[config.mk]
export PLATFORM = sky130hd
export DESIGN_NAME = univ_shift_reg
export DESIGN_NICKNAME = d
export VERILOG_FILES = /design/src/rtl/usr_pkg.sv /design/src/rtl/usr_burst_ctrl.sv /design/src/rtl/univ_shift_reg.sv
export SDC_FILE = /design/constraint.sdc
export NUM_CORES = 1
export LEC_CHECK = 0
export ABC_CLOCK_PERIOD_IN_PS = 5400
export BUFFER_PORTS_ARGS = -buffer_cell sky130_fd_sc_hd__buf_2
export CELL_PAD_IN_SITES_DETAIL_PLACEMENT = 0
export CELL_PAD_IN_SITES_GLOBAL_PLACEMENT = 2
export CORE_ASPECT_RATIO = 0.5
export CORE_MARGIN = 3
export CORE_UTILIZATION = 33
export DETAILED_ROUTE_END_ITERATION = 16
export PLACE_DENSITY_LB_ADDON = 0.1
export SLEW_MARGIN = 20
export SYNTH_ARGS = -nofsm -noshare
export SYNTH_HDL_FRONTEND = slang
export SYNTH_SLANG_ARGS = --single-unit
export TNS_END_PERCENT = 30
[constraint.sdc]
create_clock -name clk -period 5.4 [get_ports clk]
set_input_delay 1.08 -clock clk [delete_from_list [all_inputs] [get_ports clk]]
set_output_delay 1.08 -clock clk [all_outputs]
set_load 0.03 [all_outputs]
[src/rtl/usr_pkg.sv]
// -----------------------------------------------------------------------------
// usr_pkg
// Shared definitions for the universal shift register:
//   - 3-bit mode codes applied by the manual path and the burst engine
//   - burst FSM state encoding
//   - usr_next_q(): next register value for a given mode. It works on a
//     USR_MAX_W-bit container. The caller zero-extends q, d and the reset
//     value into this container, passes its real width, and truncates the
//     result back to that width.
// -----------------------------------------------------------------------------
package usr_pkg;

    // Widest register the next-state helper can handle.
    localparam int USR_MAX_W = 64;

    localparam logic [2:0] MODE_HOLD = 3'b000;
    localparam logic [2:0] MODE_LOAD = 3'b001;
    localparam logic [2:0] MODE_SHL  = 3'b010;
    localparam logic [2:0] MODE_SHR  = 3'b011;
    localparam logic [2:0] MODE_ROTL = 3'b100;
    localparam logic [2:0] MODE_ROTR = 3'b101;
    localparam logic [2:0] MODE_CLR  = 3'b110;

    typedef enum logic [1:0] {
        ST_IDLE = 2'd0,
        ST_RUN  = 2'd1,
        ST_DONE = 2'd2
    } usr_state_t;

    // Only shifts and rotates can be run as a burst.
    function automatic logic usr_is_burst_mode(input logic [2:0] mode);
        return (mode == MODE_SHL) || (mode == MODE_SHR) ||
               (mode == MODE_ROTL) || (mode == MODE_ROTR);
    endfunction

    // The MSB of the real register sits at bit (width-1) of the container.
    // It is located with a one-hot mask, so no variable bit index is needed.
    function automatic logic [USR_MAX_W-1:0] usr_next_q(
        input logic [USR_MAX_W-1:0] q,
        input logic [2:0]           mode,
        input logic [USR_MAX_W-1:0] d,
        input logic [USR_MAX_W-1:0] rst_val,
        input logic                 sin_l,
        input logic                 sin_r,
        input int                   width
    );
        logic [USR_MAX_W-1:0] msb;
        logic [USR_MAX_W-1:0] r;
        msb = {{(USR_MAX_W-1){1'b0}}, 1'b1} << (width - 1);
        case (mode)
            MODE_LOAD: r = d;
            MODE_SHL:  r = {q[USR_MAX_W-2:0], sin_l};
            MODE_SHR:  r = ((q >> 1) & ~msb) | (sin_r ? msb : '0);
            MODE_ROTL: r = {q[USR_MAX_W-2:0], |(q & msb)};
            MODE_ROTR: r = ((q >> 1) & ~msb) | (q[0] ? msb : '0);
            MODE_CLR:  r = rst_val;
            default:   r = q;
        endcase
        return r;
    endfunction

endpackage

[src/rtl/usr_burst_ctrl.sv]
// -----------------------------------------------------------------------------
// usr_burst_ctrl
// Burst engine for univ_shift_reg: IDLE -> RUN (burst_len edges) -> DONE -> IDLE.
// Ports:
//   clk, rst           clock, asynchronous active-high reset
//   start              one-cycle burst request
//   burst_len[CNT_W]   number of shifts to perform
//   mode[3]            operation code; latched as burst_mode when a burst starts
//   busy               high while in RUN (a burst shift happens on every edge)
//   done               high for the single DONE cycle
//   accept             combinational: a burst is being accepted on this edge
//   burst_mode[3]      operation latched at burst start
// -----------------------------------------------------------------------------
module usr_burst_ctrl
    import usr_pkg::*;
#(
    parameter int CNT_W = 4
) (
    input  logic             clk,
    input  logic             rst,
    input  logic             start,
    input  logic [CNT_W-1:0] burst_len,
    input  logic [2:0]       mode,
    output logic             busy,
    output logic             done,
    output logic             accept,
    output logic [2:0]       burst_mode
);

    usr_state_t       state, state_n;
    logic [CNT_W-1:0] cnt, cnt_n;
    logic [2:0]       burst_mode_n;

    // A start is honoured in DONE as well as IDLE, which allows back-to-back bursts.
    assign accept = start && (state != ST_RUN) && (burst_len != '0) &&
                    usr_is_burst_mode(mode);

    always_ff @(posedge clk or posedge rst) begin
        if (rst) begin
            state      <= ST_IDLE;
            cnt        <= '0;
            burst_mode <= MODE_HOLD;
        end else begin
            state      <= state_n;
            cnt        <= cnt_n;
            burst_mode <= burst_mode_n;
        end
    end

    always_comb begin
        state_n      = state;
        cnt_n        = cnt;
        burst_mode_n = burst_mode;
        case (state)
            ST_IDLE, ST_DONE: begin
                if (accept) begin
                    state_n      = ST_RUN;
                    cnt_n        = burst_len;
                    burst_mode_n = mode;
                end else begin
                    state_n = ST_IDLE;
                end
            end
            ST_RUN: begin
                cnt_n = cnt - 1'b1;
                if (cnt == CNT_W'(1)) state_n = ST_DONE;
            end
            default: state_n = ST_IDLE;
        endcase
    end

    // Both flags are decoded straight from the state register.
    assign busy = (state == ST_RUN);
    assign done = (state == ST_DONE);

endmodule

[src/rtl/univ_shift_reg.sv]
// -----------------------------------------------------------------------------
// univ_shift_reg
// WIDTH-bit register with per-cycle hold/load/shift/rotate/clear and an
// autonomous burst engine that runs N shifts or rotates after one start pulse.
// Ports:
//   clk, rst           clock, asynchronous active-high reset (q <= RST_VAL)
//   en                 manual-mode enable
//   mode[3]            operation code (see usr_pkg)
//   d[WIDTH]           parallel load data
//   sin_l, sin_r       serial inputs for SHL (into LSB) and SHR (into MSB)
//   start              burst request
//   burst_len[CNT_W]   burst length
//   q[WIDTH]           register contents
//   sout_l, sout_r     q[WIDTH-1] and q[0] (combinational)
//   busy, done         burst running / one-cycle completion pulse
// WIDTH must be in the range 2..USR_MAX_W.
// -----------------------------------------------------------------------------
module univ_shift_reg
    import usr_pkg::*;
#(
    parameter int               WIDTH   = 8,
    parameter logic [WIDTH-1:0] RST_VAL = '0,
    parameter int               CNT_W   = 4
) (
    input  logic             clk,
    input  logic             rst,
    input  logic             en,
    input  logic [2:0]       mode,
    input  logic [WIDTH-1:0] d,
    input  logic             sin_l,
    input  logic             sin_r,
    input  logic             start,
    input  logic [CNT_W-1:0] burst_len,
    output logic [WIDTH-1:0] q,
    output logic             sout_l,
    output logic             sout_r,
    output logic             busy,
    output logic             done
);

    logic                 accept;
    logic [2:0]           burst_mode;
    logic [2:0]           op;
    logic                 apply;
    logic [USR_MAX_W-1:0] q_ext, d_ext, rv_ext;
    logic [WIDTH-1:0]     q_n;

    usr_burst_ctrl #(.CNT_W(CNT_W)) u_ctrl (
        .clk        (clk),
        .rst        (rst),
        .start      (start),
        .burst_len  (burst_len),
        .mode       (mode),
        .busy       (busy),
        .done       (done),
        .accept     (accept),
        .burst_mode (burst_mode)
    );

    // The burst overrides en/mode. The edge that accepts a burst does
    // nothing to q, so the first burst shift lands on the following edge.
    always_comb begin
        op    = mode;
        apply = en;
        if (busy) begin
            op    = burst_mode;
            apply = 1'b1;
        end else if (accept) begin
            apply = 1'b0;
        end
    end

    always_comb begin
        q_ext  = '0;
        d_ext  = '0;
        rv_ext = '0;
        q_ext[WIDTH-1:0]  = q;
        d_ext[WIDTH-1:0]  = d;
        rv_ext[WIDTH-1:0] = RST_VAL;
        q_n = WIDTH'(usr_next_q(q_ext, op, d_ext, rv_ext, sin_l, sin_r, WIDTH));
    end

    always_ff @(posedge clk or posedge rst) begin
        if (rst)        q <= RST_VAL;
        else if (apply) q <= q_n;
    end

    assign sout_l = q[WIDTH-1];
    assign sout_r = q[0];

endmodule

==> flow_summary.ini, run 1 <==
[floorplan]
initial_core_util_pct = 37.7
die_area_um2 = 4550
core_area_um2 = 3280
dieWidth_um = 92.5
fp.dieH_um = 49.2
ios = 33
rows = 14

[timing]
fmax_ghz = 0.340
min_period_ps = 2940
rsz0062_at_grt = no
setup_tns_ps = 0
worst_pin_slew_ps = 747
max_slew_margin_pct = 49.9
skew_ps = 5.17
hold_viol_final = 0
setup_viol = 0
drv_slew = 0
fin_hold_ws_ps = 532
fin_crit_sh_pct = 54.5

[clock_tree]
cts_resized = 0
clk_pin_slew_ps = 70
cts.sinks = 17
numCtsBuffers = 3
hold_buffers = 0
cts_setup_buffers = 0
worstSkewPairLatency_ps = 250
cts_buffer_depth = 2
htree_levels = 1
root_buffer = clkbuf_8
cts_tree = yes

[power_and_ir_drop]
ir_worst_vdd_v = 0.000241
p_switching_w = 0.000468
p_leak_nw = 0.667
p_clk_share_pct = 10.4
power_frac_seq_pct = 27.9
power_per_cell_area_nw_per_um2 = 649
combPwrFrac_pct = 61.7
intPower_w = 0.000467
swShare_pct = 50.1

[layout]
syn_to_final_growth_pct = 16.9
final_layout_size_suffix_gt1_share_pct = 30.3
nFillCells = 337
nets = 189
num_antenna_cells = 0

[synthesis]
syn_nets = 161
ys.flop_type = dfrtp_1
synth_seq_cells = 17
yosysUniqueCellTypes = 44
synth_most_common_cell = dfrtp_1
syn_area_um2 = 1230
yosys_warnings = 0
synthTopCellsByArea = dfrtp_1 (34%), o31ai_2 (9.1%), o21ai_0 (6.1%), a21o_1 (3.7%), nand2_1 (3.7%)
syn-instance-count = 138
synth_edf_count = 0
synth_commonest_cells = dfrtp_1 (17), o21ai_0 (15), nand2_1 (12)
syn_area_per_cell_um2 = 8.94
ys_seq_area_share_pct = 34.5
synth_top_cell_area_share_pct = 34.5
async_reset_ff_share_pct = 100
synth.largest_area_cell = dfrtp_1

[job]
maxCapViolations = 0

[global_route]
grt_pass1_vias = 1046
track_usage_pct = 14.7
grt-ovfl-total = 0
antenna_found_initial = 0
grt_max_degree = 18
grt_pass1_wl_um = 5280

[critical_path]
crit_arrival_ps = 1860
setup.worst_path.class = reg2out
cp_top_family = buffers and inverters
critPathCaptureType = output port
critPathBufInv = 2
crit_chain = nand2b_1 > inv_1 > buf_2
crit_required_ps = 4320
reg2reg_slack_ps = 2620
crit_fanout = 17
crit_slowest_cell = nand2b_1
critical_path.max_stage_delay_ps = 570
cp-start-kind = flop

[outcome]
status = finished clean

[drt]
vias_per_cell = 5.28
vias = 1125
wl_per_cell_um = 15.3
drtIter0Drc = 33
ant_nets = 0
drt-pass1-iter-count = 4
drc_errors = 0
finalWirelength_um = 3250

[worst_hold_path]
worstHoldPathType = reg2reg

[placement]
dp_hpwl_um = 2370
io_buffers = 32
gp_congestion = 0.798
[metal layers]
metal  track usage, %  part of all wire (%)  vias up
met5                0                     0        -
met4             1.48                  0.34        0
met3             5.24                   4.6        2
met2             21.4                    42       24
met1             21.3                    53      536
li1                 -                     -      563
[final timing paths]
| check | from | end | cells after the start |
|---|---|---|---|
| max | u_ctrl.state[1] | busy | 3 |
| min | u_ctrl.cnt[2] | u_ctrl.cnt[2] | 1 |
| max reg2reg | u_ctrl.state[1] | q[1] | 6 |
| min reg2reg | u_ctrl.cnt[2] | u_ctrl.cnt[2] | 1 |
| max in group asynchronous | rst | u_ctrl.burst_mode[2] | 2 |
| min in group asynchronous | rst | q[4] | 2 |
[final cells by class]
type / count / area (um2) / area share, %
sequential: 17 / 425 / 29.5
multi-input combinational: 104 / 722 / 50.0
timing repair buffer: 32 / 160 / 11.1
clock buffer: 4 / 45.0 / 3.12
tap: 48 / 60.1 / 4.16
inverter: 8 / 30.0 / 2.08
[through the flow]
| stage | total power (W) | worst slack (ps) | util (%) | std cells | cell area (um2) |
|---|---|---|---|---|---|
| 4_1_cts | 0.000940 | 2450 | 44.0 | 213 | 1440 |
| 3_3_place_gp | 0.000843 | 2490 | 42.7 | 209 | 1400 |
| 3_5_place_dp | 0.000841 | 2450 | 42.7 | 209 | 1400 |
| 2_1_floorplan | 0.000728 | 2830 | - | 138 | 1230 |
| 6_report | 0.000936 | 2460 | 44.0 | 213 | 1440 |
| 5_1_grt | 0.00101 | 2300 | 44.0 | 213 | 1440 |
[cells by family after synthesis]
kind of cell             after synthesis  synth area share, %
AO/OA/AOI/OAI                         51                 30.1
XOR/XNOR                               1                0.710
adder cells (fa/ha/maj)                2                 2.03
buffers and inverters                 17                 7.00
flip-flops                            17                 34.5
multiplexers                           5                 5.07
AND/OR/NAND/NOR                       45                 20.6
[power groups by stage]
stage          clock (W)  sequential (W)  combinational, W
2_1_floorplan          0        0.000300          0.000428
3_3_place_gp           0        0.000262          0.000581
3_5_place_dp           0        0.000261          0.000580
4_1_cts        0.0000988        0.000261          0.000581
5_1_grt         0.000104        0.000273          0.000634
6_report       0.0000972        0.000261          0.000577
[cell usage in the layout (no fill, tap or decap), types with 2 or more instances in the layout]
cell type,count
a21o_1,6
a21oi_1,7
a31oi_1,3
buf_2,32
clkbuf_8,3
dfrtp_1,17
ha_1,2
inv_1,8
mux2_2,2
mux2_4,2
nand2_1,12
nand3_1,2
nand3b_1,5
nand4b_1,2
nor2_1,9
nor3_1,2
nor4bb_1,2
o21ai_0,15
o31ai_2,9
[state kept, by name (all words and copies together), names as in the netlist]
| name | flops |
|---|---|
| q | 8 |
| u_ctrl.burst_mode | 3 |
| u_ctrl.cnt | 4 |
| u_ctrl.state | 2 |
Note: power is estimated with default switching activity, not from simulation.
==> inputs of run 2 (changes only) <==
--- a/config.mk
+++ b/config.mk
@@ -5,13 +5,13 @@
 export SDC_FILE = /design/constraint.sdc
 export NUM_CORES = 1
 export LEC_CHECK = 0
-export ABC_CLOCK_PERIOD_IN_PS = 5400
+export ABC_CLOCK_PERIOD_IN_PS = 2690
 export BUFFER_PORTS_ARGS = -buffer_cell sky130_fd_sc_hd__buf_2
 export CELL_PAD_IN_SITES_DETAIL_PLACEMENT = 0
 export CELL_PAD_IN_SITES_GLOBAL_PLACEMENT = 2
 export CORE_ASPECT_RATIO = 0.5
 export CORE_MARGIN = 3
-export CORE_UTILIZATION = 33
+export CORE_UTILIZATION = 27
 export DETAILED_ROUTE_END_ITERATION = 16
 export PLACE_DENSITY_LB_ADDON = 0.1
 export SLEW_MARGIN = 20
==> constraint.sdc (replaced) <==
create_clock -name clk -period 2.69 [get_ports clk]
set_input_delay 0.538 -clock clk [delete_from_list [all_inputs] [get_ports clk]]
set_output_delay 0.538 -clock clk [all_outputs]
set_load 0.03 [all_outputs]
==> run 2 against run 1 <==
  * Hold slack worse by 150 ps
  * Total power up 110%
  * Core utilization down 8.0 points
  * Die area up 20%
  * Non-clock buffer count up 6
  * Sequential share of layout area down 1.0 points
  * Clock skew down 3.3 ps
  * Via count up 3.6%
  * Global-route usage down 0.59 points
  * Sequential power up 96%
  * Critical path depth up 2
  * Wire length up 6.3%
  * Critical path type is now reg2reg
  * Highest routed layer unchanged
==> flow_summary.ini, run 2 (synthesis results as in run 1) <==
[outcome]
status = finished clean

[timing]
skew_ps = 1.83
drv_slew = 0
rsz0062_at_grt = no
fmax_ghz = 0.430
setup_viol = 0
fin_crit_sh_pct = 86.4
max_slew_margin_pct = 54.1
min_period_ps = 2320
worst_pin_slew_ps = 688
hold_viol_final = 0
setup_tns_ps = 0

[global_route]
grt_pass1_vias = 1108
grt_max_degree = 18
grt_pass1_wl_um = 5890
antenna_found_initial = 0
grt-ovfl-total = 0
track_usage_pct = 14.1

[clock_tree]
numCtsBuffers = 3
clk_pin_slew_ps = 70
htree_levels = 1
cts_tree = yes
cts_buffer_depth = 2
cts_resized = 0
worstSkewPairLatency_ps = 250
cts_setup_buffers = 0
root_buffer = clkbuf_8
hold_buffers = 0
cts.sinks = 17

[layout]
top_regs = q x8, u_ctrl.cnt x4, u_ctrl.burst_mode x3
nets = 195
largest_reg_flops = 8
num_antenna_cells = 0
nFillCells = 459
final_common_cell = buf_2
regMostFlops = q
final_layout_size_suffix_gt1_share_pct = 32.7
mostFrequentLayoutCells = buf_2 (32), dfrtp_1 (17), o21ai_0 (15), nand2_1 (12)
syn_to_final_growth_pct = 21.2

[critical_path]
regToRegEndpoint = q[5]
path_common_cell = mux2_4
cp-start-kind = flop
reg2reg_from = u_ctrl.state[1]
reg2reg_slack_ps = 370
critical_path.max_stage_delay_ps = 430
crit_slowest_cell = dfrtp_1
r2r_cells = 5
critPathBufInv = 0
crit_required_ps = 2860
critPathCaptureType = flop
setup.worst_path.class = reg2reg
cp_top_family = simple AND/OR/NAND/NOR gates
crit_chain = nand2b_1 > mux2_4 > mux2_4 > or2_1 > o31ai_2
crit_fanout = 10
crit_arrival_ps = 2490

[power_and_ir_drop]
power_frac_seq_pct = 26.1
power_w = 0.00196
intPower_w = 0.000996
p_leak_nw = 0.697
power_per_cell_area_nw_per_um2 = 1310
p_switching_w = 0.000964
ir_worst_vdd_v = 0.000397
p_clk_share_pct = 10.0
combPwrFrac_pct = 63.8
swShare_pct = 49.2

[drt]
drtIter0Drc = 51
ant_nets = 0
finalWirelength_um = 3450
vias = 1166
drc_errors = 0
vias_per_cell = 5.18
drt-pass1-iter-count = 4
wl_per_cell_um = 15.4

[job]
maxCapViolations = 0

[floorplan]
die_area_um2 = 5470
dieWidth_um = 102
fp.dieH_um = 53.8
ios = 33
rows = 16
initial_core_util_pct = 29.8
core_area_um2 = 4140

[placement]
gp_congestion = 0.760
io_buffers = 32
dp_hpwl_um = 2560

[worst_hold_path]
worstHoldPathType = in2async
## run 2: layout make-up
| cell class | count | area [um2] | share of cell area (%) |
|---|---|---|---|
| Sequential cell | 17 | 425 | 28.5 |
| Tap cell | 54 | 67.6 | 4.52 |
| Clock buffer | 4 | 45.0 | 3.01 |
| Timing Repair Buffer | 38 | 205 | 13.7 |
| Multi-Input combinational cell | 104 | 722 | 48.3 |
| Inverter | 8 | 30.0 | 2.01 |
## run 2: power groups by stage
stage	logic (W)	clock network [W]	registers (W)
2_1_floorplan	0.000859	0	0.000602
3_3_place_gp	0.00126	0	0.000519
3_5_place_dp	0.00125	0	0.000516
4_1_cts	0.00126	0.000200	0.000513
5_1_grt	0.00140	0.000217	0.000538
6_report	0.00125	0.000197	0.000512
## run 2: per-stage QoR
step / setup WS, ps / hold WS [ps] / util (%) / cells / area [um2]
after global placement: 407 / 517 / 35.0 / 221 / 1450
after floorplan: 595 / 464 / - / 138 / 1230
after CTS: 362 / 413 / 36.1 / 225 / 1500
final: 367 / 378 / 36.1 / 225 / 1500
after detailed placement: 388 / 520 / 35.0 / 221 / 1450
after global routing: 198 / 436 / 36.1 / 225 / 1500
## run 2: how the worst max path moves through the flow
stage | cells after the start | startpoint | slack (ps) | end
4_1_cts | 5 | u_ctrl.state[1] | 360 | q[5]
3_5_place_dp | 5 | u_ctrl.state[1] | 390 | q[5]
6_report | 5 | u_ctrl.state[1] | 370 | q[5]
2_1_floorplan | 8 | u_ctrl.state[1] | 600 | q[1]
5_1_grt | 5 | u_ctrl.state[1] | 200 | q[0]
3_3_place_gp | 6 | burst_len[1] | 410 | q[1]
## run 2: routing by layer
metal | up-vias | GRT usage, % | wire, um
met5 | - | 0 | 0
met3 | 2 | 3.88 | 233
li1 | 572 | - | -
met2 | 40 | 20.8 | 1410
met1 | 552 | 21.0 | 1790
met4 | 0 | 1.32 | 23
